### config.mk
export PLATFORM = sky130hd
export DESIGN_NAME = usb_protocol_ctrl
export DESIGN_NICKNAME = d
export VERILOG_FILES = /design/src/rtl/usb_protocol_ctrl.sv
export SDC_FILE = /design/constraint.sdc
export NUM_CORES = 1
export LEC_CHECK = 0
export CAP_MARGIN = 20
export CORE_ASPECT_RATIO = 0.9
export CORE_MARGIN = 2
export CORE_UTILIZATION = 30
export CTS_CLUSTER_DIAMETER = 200
export DETAILED_ROUTE_END_ITERATION = 7
export HOLD_SLACK_MARGIN = 0.05
export PLACE_DENSITY = 0.63
export SLEW_MARGIN = 15
export SYNTH_ARGS = -nofsm -noshare
export SYNTH_HDL_FRONTEND = slang
export SYNTH_SLANG_ARGS = --single-unit
### constraint.sdc
create_clock -name clk -period 3 [get_ports clk]
set_clock_uncertainty 0.05 [all_clocks]
set_input_delay 0.3 -clock clk [delete_from_list [all_inputs] [get_ports clk]]
set_output_delay 0.3 -clock clk [all_outputs]
set_load 0.05 [all_outputs]
### src/rtl/usb_protocol_ctrl.sv
// usb_protocol_ctrl: bulk-endpoint protocol sequencer between the USB RX
// decoder, the USB TX encoder and the AHB-Lite buffer owner.
// Optional feature macro: USB_PROTO_TOGGLE_CHECK_EN enables DATA0/DATA1
// toggle tracking. When it is undefined, every DATA packet is new data and
// IN transactions always send DATA0.
module usb_protocol_ctrl #(
  parameter int TIMEOUT_CYCLES = 200,
  parameter int CNT_W          = 8
) (
  input  logic       clk,
  input  logic       rst,
  input  logic       rx_packet_valid,
  input  logic [2:0] rx_packet,
  input  logic       rx_data_done,
  input  logic       rx_decode_error,
  input  logic       tx_done,
  input  logic [6:0] buffer_occupancy,
  input  logic [6:0] tx_packet_data_size,
  input  logic       buffer_reserved,
  output logic       tx_start,
  output logic [1:0] tx_pid,
  output logic       clear,
  output logic       rx_data_ready,
  output logic       rx_transfer_active,
  output logic       tx_transfer_active,
  output logic       rx_error,
  output logic       tx_error,
  output logic       d_mode
);

  localparam logic [2:0] PID_OUT   = 3'd1;
  localparam logic [2:0] PID_IN    = 3'd2;
  localparam logic [2:0] PID_DATA0 = 3'd3;
  localparam logic [2:0] PID_DATA1 = 3'd4;
  localparam logic [2:0] PID_ACK   = 3'd5;
  localparam logic [2:0] PID_NAK   = 3'd6;

  localparam logic [1:0] TXP_DATA0 = 2'd0;
  localparam logic [1:0] TXP_DATA1 = 2'd1;
  localparam logic [1:0] TXP_ACK   = 2'd2;
  localparam logic [1:0] TXP_NAK   = 2'd3;

  localparam logic [CNT_W-1:0] CNT_LAST = CNT_W'(TIMEOUT_CYCLES - 1);

  typedef enum logic [2:0] {
    S_IDLE,
    S_RX_WAIT_DATA,
    S_SEND_ACK,
    S_SEND_NAK,
    S_TX_SEND_DATA,
    S_TX_WAIT_ACK
  } state_t;

  state_t           state, state_nxt;
  logic [CNT_W-1:0] cnt;
  logic             pid_seen, pid_new;
  logic             pid_fresh;
  logic [1:0]       data_pid;

  logic             act_tx_start, act_clear, set_ready, ack_taken;
  logic             rx_err_set, rx_err_clr, tx_err_set, tx_err_clr;
  logic [1:0]       tx_pid_nxt;

  // Saturating increment: the counter parks at all-ones instead of wrapping.
  function automatic logic [CNT_W-1:0] sat_inc(input logic [CNT_W-1:0] v);
    sat_inc = (v == {CNT_W{1'b1}}) ? v : v + 1'b1;
  endfunction

  // A decode error in the same cycle masks the PID strobe and data-done strobe.
  logic pkt_ok, is_token, is_data, is_hs, data_done_ok, in_wait, timeout;
  logic in_ready, out_ready;

  assign pkt_ok       = rx_packet_valid && !rx_decode_error;
  assign is_token     = pkt_ok && (rx_packet == PID_OUT || rx_packet == PID_IN);
  assign is_data      = pkt_ok && (rx_packet == PID_DATA0 || rx_packet == PID_DATA1);
  assign is_hs        = pkt_ok && (rx_packet == PID_ACK || rx_packet == PID_NAK);
  assign data_done_ok = rx_data_done && !rx_decode_error;
  assign in_wait      = (state == S_RX_WAIT_DATA) || (state == S_TX_WAIT_ACK);
  assign timeout      = in_wait && (cnt == CNT_LAST);
  assign in_ready     = (tx_packet_data_size != 7'd0) &&
                        (buffer_occupancy >= tx_packet_data_size);
  assign out_ready    = (buffer_occupancy == 7'd0) && !buffer_reserved;

`ifdef USB_PROTO_TOGGLE_CHECK_EN
  logic rx_toggle, tx_toggle;

  assign pid_fresh = ((rx_packet == PID_DATA1) == rx_toggle);
  assign data_pid  = tx_toggle ? TXP_DATA1 : TXP_DATA0;

  // Toggle registers advance on accepted new OUT data and on ACKed IN data.
  always_ff @(posedge clk) begin
    if (rst) begin
      rx_toggle <= 1'b0;
      tx_toggle <= 1'b0;
    end else begin
      if (set_ready) rx_toggle <= ~rx_toggle;
      if (ack_taken) tx_toggle <= ~tx_toggle;
    end
  end
`else
  assign pid_fresh = 1'b1;
  assign data_pid  = TXP_DATA0;
`endif

  // State register.
  always_ff @(posedge clk) begin
    if (rst) state <= S_IDLE;
    else     state <= state_nxt;
  end

  // Next-state decode.
  always_comb begin
    state_nxt = state;
    case (state)
      S_IDLE: begin
        if (is_token) begin
          if (rx_packet == PID_OUT) state_nxt = out_ready ? S_RX_WAIT_DATA : S_SEND_NAK;
          else                      state_nxt = in_ready  ? S_TX_SEND_DATA : S_SEND_NAK;
        end
      end
      S_RX_WAIT_DATA: begin
        if (rx_decode_error || is_token || is_hs) state_nxt = S_IDLE;
        else if (data_done_ok && pid_seen)        state_nxt = S_SEND_ACK;
        else if (timeout)                         state_nxt = S_IDLE;
      end
      S_SEND_ACK, S_SEND_NAK: begin
        if (tx_done) state_nxt = S_IDLE;
      end
      S_TX_SEND_DATA: begin
        if (tx_done) state_nxt = S_TX_WAIT_ACK;
      end
      S_TX_WAIT_ACK: begin
        if (rx_decode_error || is_hs || timeout) state_nxt = S_IDLE;
      end
      default: state_nxt = S_IDLE;
    endcase
  end

  // Output actions derived from the transition being taken this cycle.
  always_comb begin
    act_tx_start = (state_nxt != state) &&
                   (state_nxt == S_SEND_ACK || state_nxt == S_SEND_NAK ||
                    state_nxt == S_TX_SEND_DATA);
    case (state_nxt)
      S_SEND_ACK: tx_pid_nxt = TXP_ACK;
      S_SEND_NAK: tx_pid_nxt = TXP_NAK;
      default:    tx_pid_nxt = data_pid;
    endcase
    set_ready  = (state == S_RX_WAIT_DATA) && (state_nxt == S_SEND_ACK) && pid_new;
    ack_taken  = (state == S_TX_WAIT_ACK) && is_hs && (rx_packet == PID_ACK);
    rx_err_clr = (state == S_IDLE) && (state_nxt == S_RX_WAIT_DATA);
    rx_err_set = (state == S_RX_WAIT_DATA) && (state_nxt == S_IDLE);
    tx_err_clr = (state == S_IDLE) && (state_nxt == S_TX_SEND_DATA);
    tx_err_set = (state == S_TX_WAIT_ACK) && (state_nxt == S_IDLE) && !ack_taken;
    act_clear  = rx_err_clr || rx_err_set ||
                 ((state == S_RX_WAIT_DATA) && (state_nxt == S_SEND_ACK) && !pid_new) ||
                 ((state == S_TX_WAIT_ACK) && (state_nxt == S_IDLE));
  end

  // Timeout counter: zeroed on every state change, counts while waiting.
  always_ff @(posedge clk) begin
    if (rst)                    cnt <= '0;
    else if (state_nxt != state) cnt <= '0;
    else if (in_wait)            cnt <= sat_inc(cnt);
  end

  // Remember which DATA PID opened the current OUT data phase.
  always_ff @(posedge clk) begin
    if (rst) begin
      pid_seen <= 1'b0;
      pid_new  <= 1'b0;
    end else if (state != S_RX_WAIT_DATA) begin
      pid_seen <= 1'b0;
    end else if (is_data) begin
      pid_seen <= 1'b1;
      pid_new  <= pid_fresh;
    end
  end

  // Registered outputs.
  always_ff @(posedge clk) begin
    if (rst) begin
      tx_start           <= 1'b0;
      tx_pid             <= TXP_DATA0;
      clear              <= 1'b0;
      rx_data_ready      <= 1'b0;
      rx_transfer_active <= 1'b0;
      tx_transfer_active <= 1'b0;
      rx_error           <= 1'b0;
      tx_error           <= 1'b0;
      d_mode             <= 1'b0;
    end else begin
      tx_start <= act_tx_start;
      if (act_tx_start) tx_pid <= tx_pid_nxt;
      clear <= act_clear;
      if (set_ready)
        rx_data_ready <= 1'b1;
      else if (act_clear || (state == S_IDLE && buffer_occupancy == 7'd0))
        rx_data_ready <= 1'b0;
      rx_transfer_active <= (state_nxt == S_RX_WAIT_DATA);
      tx_transfer_active <= (state_nxt == S_TX_SEND_DATA) || (state_nxt == S_TX_WAIT_ACK);
      if (rx_err_set)      rx_error <= 1'b1;
      else if (rx_err_clr) rx_error <= 1'b0;
      if (tx_err_set)      tx_error <= 1'b1;
      else if (tx_err_clr) tx_error <= 1'b0;
      d_mode <= (state_nxt == S_SEND_ACK) || (state_nxt == S_SEND_NAK) ||
                (state_nxt == S_TX_SEND_DATA);
    end
  end

endmodule

# Word-level counts from Yosys, hierarchy flattened
# Index checks and enable logic that the tools add are counted.
op_classes:
  eq_ne: 20
  bitwise: 2
  n_addsub: 1
  mux: 18
  order_cmp: 1
  reduce_logical: 52
ops:
  columns: ["op", "n"]
  rows:
  - ["$mux W3", 9]
  - ["$eq A3 B3 Y1 const B", 7]
  - ["$logic_and A1 B1 Y1", 21]
  - ["$eq A3 B2 Y1 const B", 6]
  - ["$eq A8 B8 Y1 const B", 2]
  - ["$logic_or A1 B1 Y1", 15]
  - ["$pmux W3 S5", 1]
  - ["$eq A3 B1 Y1 const B", 3]
  - ["$add A8 B1 Y8 const B", 1]
  - ["$ge A7 B7 Y1", 1]
  - ["$logic_not A7 Y1", 1]
  - ["$reduce_bool A7 Y1", 1]
  - ["$logic_not A3 Y1", 2]
  - ["$mux W1", 6]
  - ["$reduce_bool A2 Y1", 3]
  - ["$reduce_or A2 Y1", 3]
  - ["$logic_not A1 Y1", 4]
  - ["$pmux W2 S2", 1]
  - ["$reduce_and A2 Y1", 2]
  - ["$ne A3 B1 Y1 const B", 1]
  - ["$ne A3 B3 Y1", 1]
  - ["$mux W2", 1]
  - ["$not A1 Y1", 2]
totals:
  out_inout_bits: 10
  in_bits: 24
  regBits: 23

# Logic depth before layout (Yosys ltp)
# Gate-level depths: netlist of the first run.
depth:
  depth_word: 15
  depth_mapped: 8
  mapped_depth_nobuf: 8

# Least setup slack after synthesis of the first run
# OpenSTA, ideal clock, no wires.
synth_timing:
  kind: "input-to-reg"
  startpoint: "input port tx_packet_data_size[6]"
  endpoint: "register rx_data_ready"
  path_stages: 8
  required_time_ns: 2.831
  setup_time_ns: 0.119
  t_arrival_ns: 2.028
  setup_slack_ns: 0.803
  path_cell_list: "inv_1 -> ha_1 -> and2_1 -> a221o_1 -> a41oi_4 -> o21ai_2 -> a211o_1 -> o221a_1"
synth_between:
  elab_chain_len: 13
  word_cells_on_any_way: 22
  classes_between: "order compare: 1; eq/ne: 2; mux: 5; reduce/logical: 14"
synth_lines:
  columns: ["item", "line", "rtl"]
  rows:
  - ["from (decl)", "18", "input logic [6:0] tx_packet_data_size,"]
  - ["$ge A7 B7 Y1 / $reduce_bool A7 Y1 (equally long branches)", "81, 80", null]
  - ["$logic_and A1 B1 Y1 (*)", "80", "assign in_ready = (tx_packet_data_size != 7'd0) &&"]
  - ["$mux W3 (*)", "118", "else state_nxt = in_ready ? S_TX_SEND_DATA : S_SEND_NAK;"]
  - ["$mux W3 (*)", "117", "if (rx_packet == PID_OUT) state_nxt = out_ready ? S_RX_WAIT_DATA : S_SEND_NAK;"]
  - ["$mux W3 (*)", "116", "if (is_token) begin"]
  - ["$pmux W3 S5 (*)", "114", "case (state)"]
  - ["$eq A3 B1 Y1, or another cell as far along", "151", "rx_err_clr = (state == S_IDLE) && (state_nxt == S_RX_WAIT_DATA);"]
  - ["$logic_and A1 B1 Y1, on equally long branches", null, null]
  - ["$logic_or A1 B1 Y1 / $logic_and A1 B1 Y1 (equally long branches)", "155, 156", null]
  - ["$logic_or A1 B1 Y1", "155", "act_clear = rx_err_clr || rx_err_set ||"]
  - ["$logic_or A1 B1 Y1", "156", "((state == S_RX_WAIT_DATA) && (state_nxt == S_SEND_ACK) && !pid_new) ||"]
  - ["$logic_or A1 B1 Y1", "198", "else if (act_clear || (state == S_IDLE && buffer_occupancy == 7'd0))"]
  - ["$reduce_bool A2 Y1 (no source line)", null, null]
  - ["to (signal assigned)", "186", "rx_data_ready <= 1'b0;"]
  - ["to (signal assigned)", "197", "rx_data_ready <= 1'b1;"]
  - ["to (signal assigned)", "199", "rx_data_ready <= 1'b0;"]
  - ["to (decl)", "23", "output logic rx_data_ready,"]
# Mark *: on every way between the ends. The rest lies on a longest branch, timed or not.
# A chain may end at the register's enable or synchronous reset.

# Worst setup path in the final report of the first run
layout_timing:
  startpoint: "input port tx_packet_data_size[4]"
  endpoint: "register rx_data_ready"
# Same word-level chain as after synthesis.

==> out/metrics.yaml, run 1 <==
hold_depth: 2
io_buffers: 33
placed_area_mm2: 0.001884
drv_slew: 0
gp_congestion: 0.8151
max_flop_register: "cnt"
htree_levels: 1
cp-end-kind: "flop"
instances_no_fill: 268
status: "finished clean"
insertion_delay_ns: 0.26
antenna_left: 0
die_height_um: 70.55
grt_pass1_wl_mm: 5.775
diodes: 0
n_fill_cell: 498
ctsHoldBuffers: 0
reg2reg_slack_ns: 0.74
drv_cap: 0
drc: 0
clockBufferDepth: 2
clk_transition_reported_paths_ns: 0.08
io_pins: 34
rows: 24
yosys.area.top_type: "dfxtp_1"
coreArea_mm2: 0.004805
antenna_found_initial: 0
hold_path_class: "reg2reg"
first_pass_iters: 4
critPathSlowestCell: "clkdlybuf4s50_1"
pwr_density_cell_mw_per_mm2: 341.9
vdd_drop_max_mv: 0.2182
netlist.area_leader.share_pct: 31.19
max_freq_mhz: 381.2
min_from: "pid_seen"
whs_endpoint: "pid_seen"
rsz0062_at_grt: "no"
synth_area_per_cell_um2: 8.788
die_area_mm2: 0.005499
critPathMaxStageDelay_ns: 0.55
seq_area_frac_synth_pct: 31.19
hpwl_mm: 2.777
wirelength_mm: 3.371
dp_cells: 264
via_per_inst: 5.007
cp_max_fo: 5
cts_sinks: 23
ys_warn_count: 0
r2r-end: "cnt[7]"
cts-resized-gates: 0
period_needed_ns: 2.623
synthArstFlopShare_pct: 0
maxSlewHeadroom_pct: 57.37
global_route.usage.total_pct: 12.77
path_cells: "clkdlybuf4s50_1 > inv_1 > ha_1 > a21o_1 > a221o_1 > a41oi_4 > o21ai_2 > a211o_1 > o221a_1"
finalInstanceArea_mm2: 0.001929
grt_pass1_vias: 1267
leakagePower_nw: 0.7451
drive_gt1_share_pct: 9.360
syn_area_mm2: 0.001476
period_share_pct: 87.44
ys_ff_latch: 23
grt_max_degree: 14
postCtsSetupRepairBufs: 0
critPathRequiredTime_ns: 3.11
setup_viol_count_final: 0
synth.most_common_cell: "dfxtp_1"
synth_commonest_cells: "23 x dfxtp_1, 19 x nor2_1, 13 x inv_1, 10 x a21oi_1, 10 x nand2_1"
routedWlPerCell_um: 12.58
critPathLaunchType: "primary input"
mappedNetlistNets: 200
synth.distinct_cells: 58
fin_setup_tns_ns: 0
synth_edf_count: 0
cts_tree: "done"
reg_top3: "cnt: 8 flops, state: 3 flops, tx_pid: 2 flops"
hold_viol_final: 0
vias: 1342
dieWidth_um: 77.95
synthFlopType: "dfxtp_1"
initial_core_util_pct: 30.73
clock-root-buffer: "clkbuf_8"
areaGrowthSynthToFinish_pct: 30.68
numCtsBuffers: 3
largest_reg_flops: 8
tightest_slew_ns: 0.6234
grt-ovfl-total: 0
nets: 236
arrival_ns: 2.73
fin_util_pct: 40.16
r2r-start: "cnt[0]"
criticalPathCategory: "in2reg"
drt_iter0_markers: 94
power.total_uw: 659.7
reg2reg_depth: 7
synth_area_leaders: "dfxtp_1 31%, ha_1 6.8%, nor2_1 4.8%"
syn_inst: 168
==> worst max path at each step <==
stage                            from       endpoint  slack [ns]  cells past startpoint
6_report       tx_packet_data_size[4]  rx_data_ready        0.38                      9
5_1_grt        tx_packet_data_size[4]  rx_data_ready        0.31                      9
4_1_cts        tx_packet_data_size[4]  rx_data_ready        0.39                      9
3_5_place_dp   tx_packet_data_size[4]  rx_data_ready        0.11                      9
3_3_place_gp   tx_packet_data_size[4]  rx_data_ready        0.17                      9
2_1_floorplan  tx_packet_data_size[6]  rx_data_ready        0.80                      8
==> report_power, final <==
part           internal (mW)  total (mW)  switching, mW
clock                 0.0947       0.190         0.0949
combinational         0.0713       0.152         0.0810
sequential             0.312       0.318        0.00577
total                  0.478       0.660          0.182
==> placed cells by master, fill, tap and decap left out, types with 3 or more instances in the layout <==
cell / netlist / layout
nor3_1: 3 / 3
clkdlybuf4s50_1: 0 / 33
ha_1: 8 / 8
o21ai_0: 7 / 7
xor2_1: 5 / 5
nand4_1: 4 / 4
a21oi_1: 10 / 10
nor2_1: 19 / 19
dfxtp_1: 23 / 23
inv_1: 13 / 13
clkbuf_8: 0 / 3
xnor2_1: 4 / 4
nor2b_1: 3 / 3
nand2_1: 10 / 10
and3_1: 3 / 3
==> worst max-delay path: cells and delay by family <==
kind            cells  cell delay [ns]
buf+inv             2             0.61
fa+ha+maj           1             0.34
compound gates      6             1.49
==> logic make-up after synthesis <==
logic type	count (synthesis)	synth area share, %
simple gates	64	24.92
compound gates	45	25.76
flops	23	31.19
buf+inv	17	4.576
xor+xnor	9	5.339
fa+ha+maj	8	6.780
mux	2	1.441
==> through the flow <==
step                setup WS (ns)  hold slack [ns]
floorplan                  0.8029           0.3820
global placement           0.1730           0.4040
detailed placement         0.1061           0.4056
CTS                        0.3882           0.4189
global route               0.3059           0.4547
finish                     0.3767           0.4150
==> layout make-up <==
type / instances / area (um2) / area share (%)
clock buffers: 4 / 45.04 / 2.335
well taps: 65 / 81.33 / 4.215
flip-flops and latches: 23 / 460.4 / 23.87
repair buffers: 35 / 345.3 / 17.90
inverters: 13 / 48.80 / 2.529
multi-input cells: 128 / 948.4 / 49.16
==> layer usage <==
metal	wire length [um]	up-vias	global-route usage, %
met2	1567	26	21.55
li1	-	698	-
met3	162	2	3.189
met1	1633	616	17.27
met5	0	-	0
met4	8	0	1.170
(Power assumes the default switching activity.)
==> run 2: changes to the inputs <==
--- a/config.mk
+++ b/config.mk
@@ -13,7 +13,6 @@
 export DETAILED_ROUTE_END_ITERATION = 7
 export HOLD_SLACK_MARGIN = 0.05
 export PLACE_DENSITY = 0.63
-export SLEW_MARGIN = 15
 export SYNTH_ARGS = -nofsm -noshare
 export SYNTH_HDL_FRONTEND = slang
 export SYNTH_SLANG_ARGS = --single-unit
==> results of run 2 <==
Final layout, timing and power as in run 1 (identical DEF).
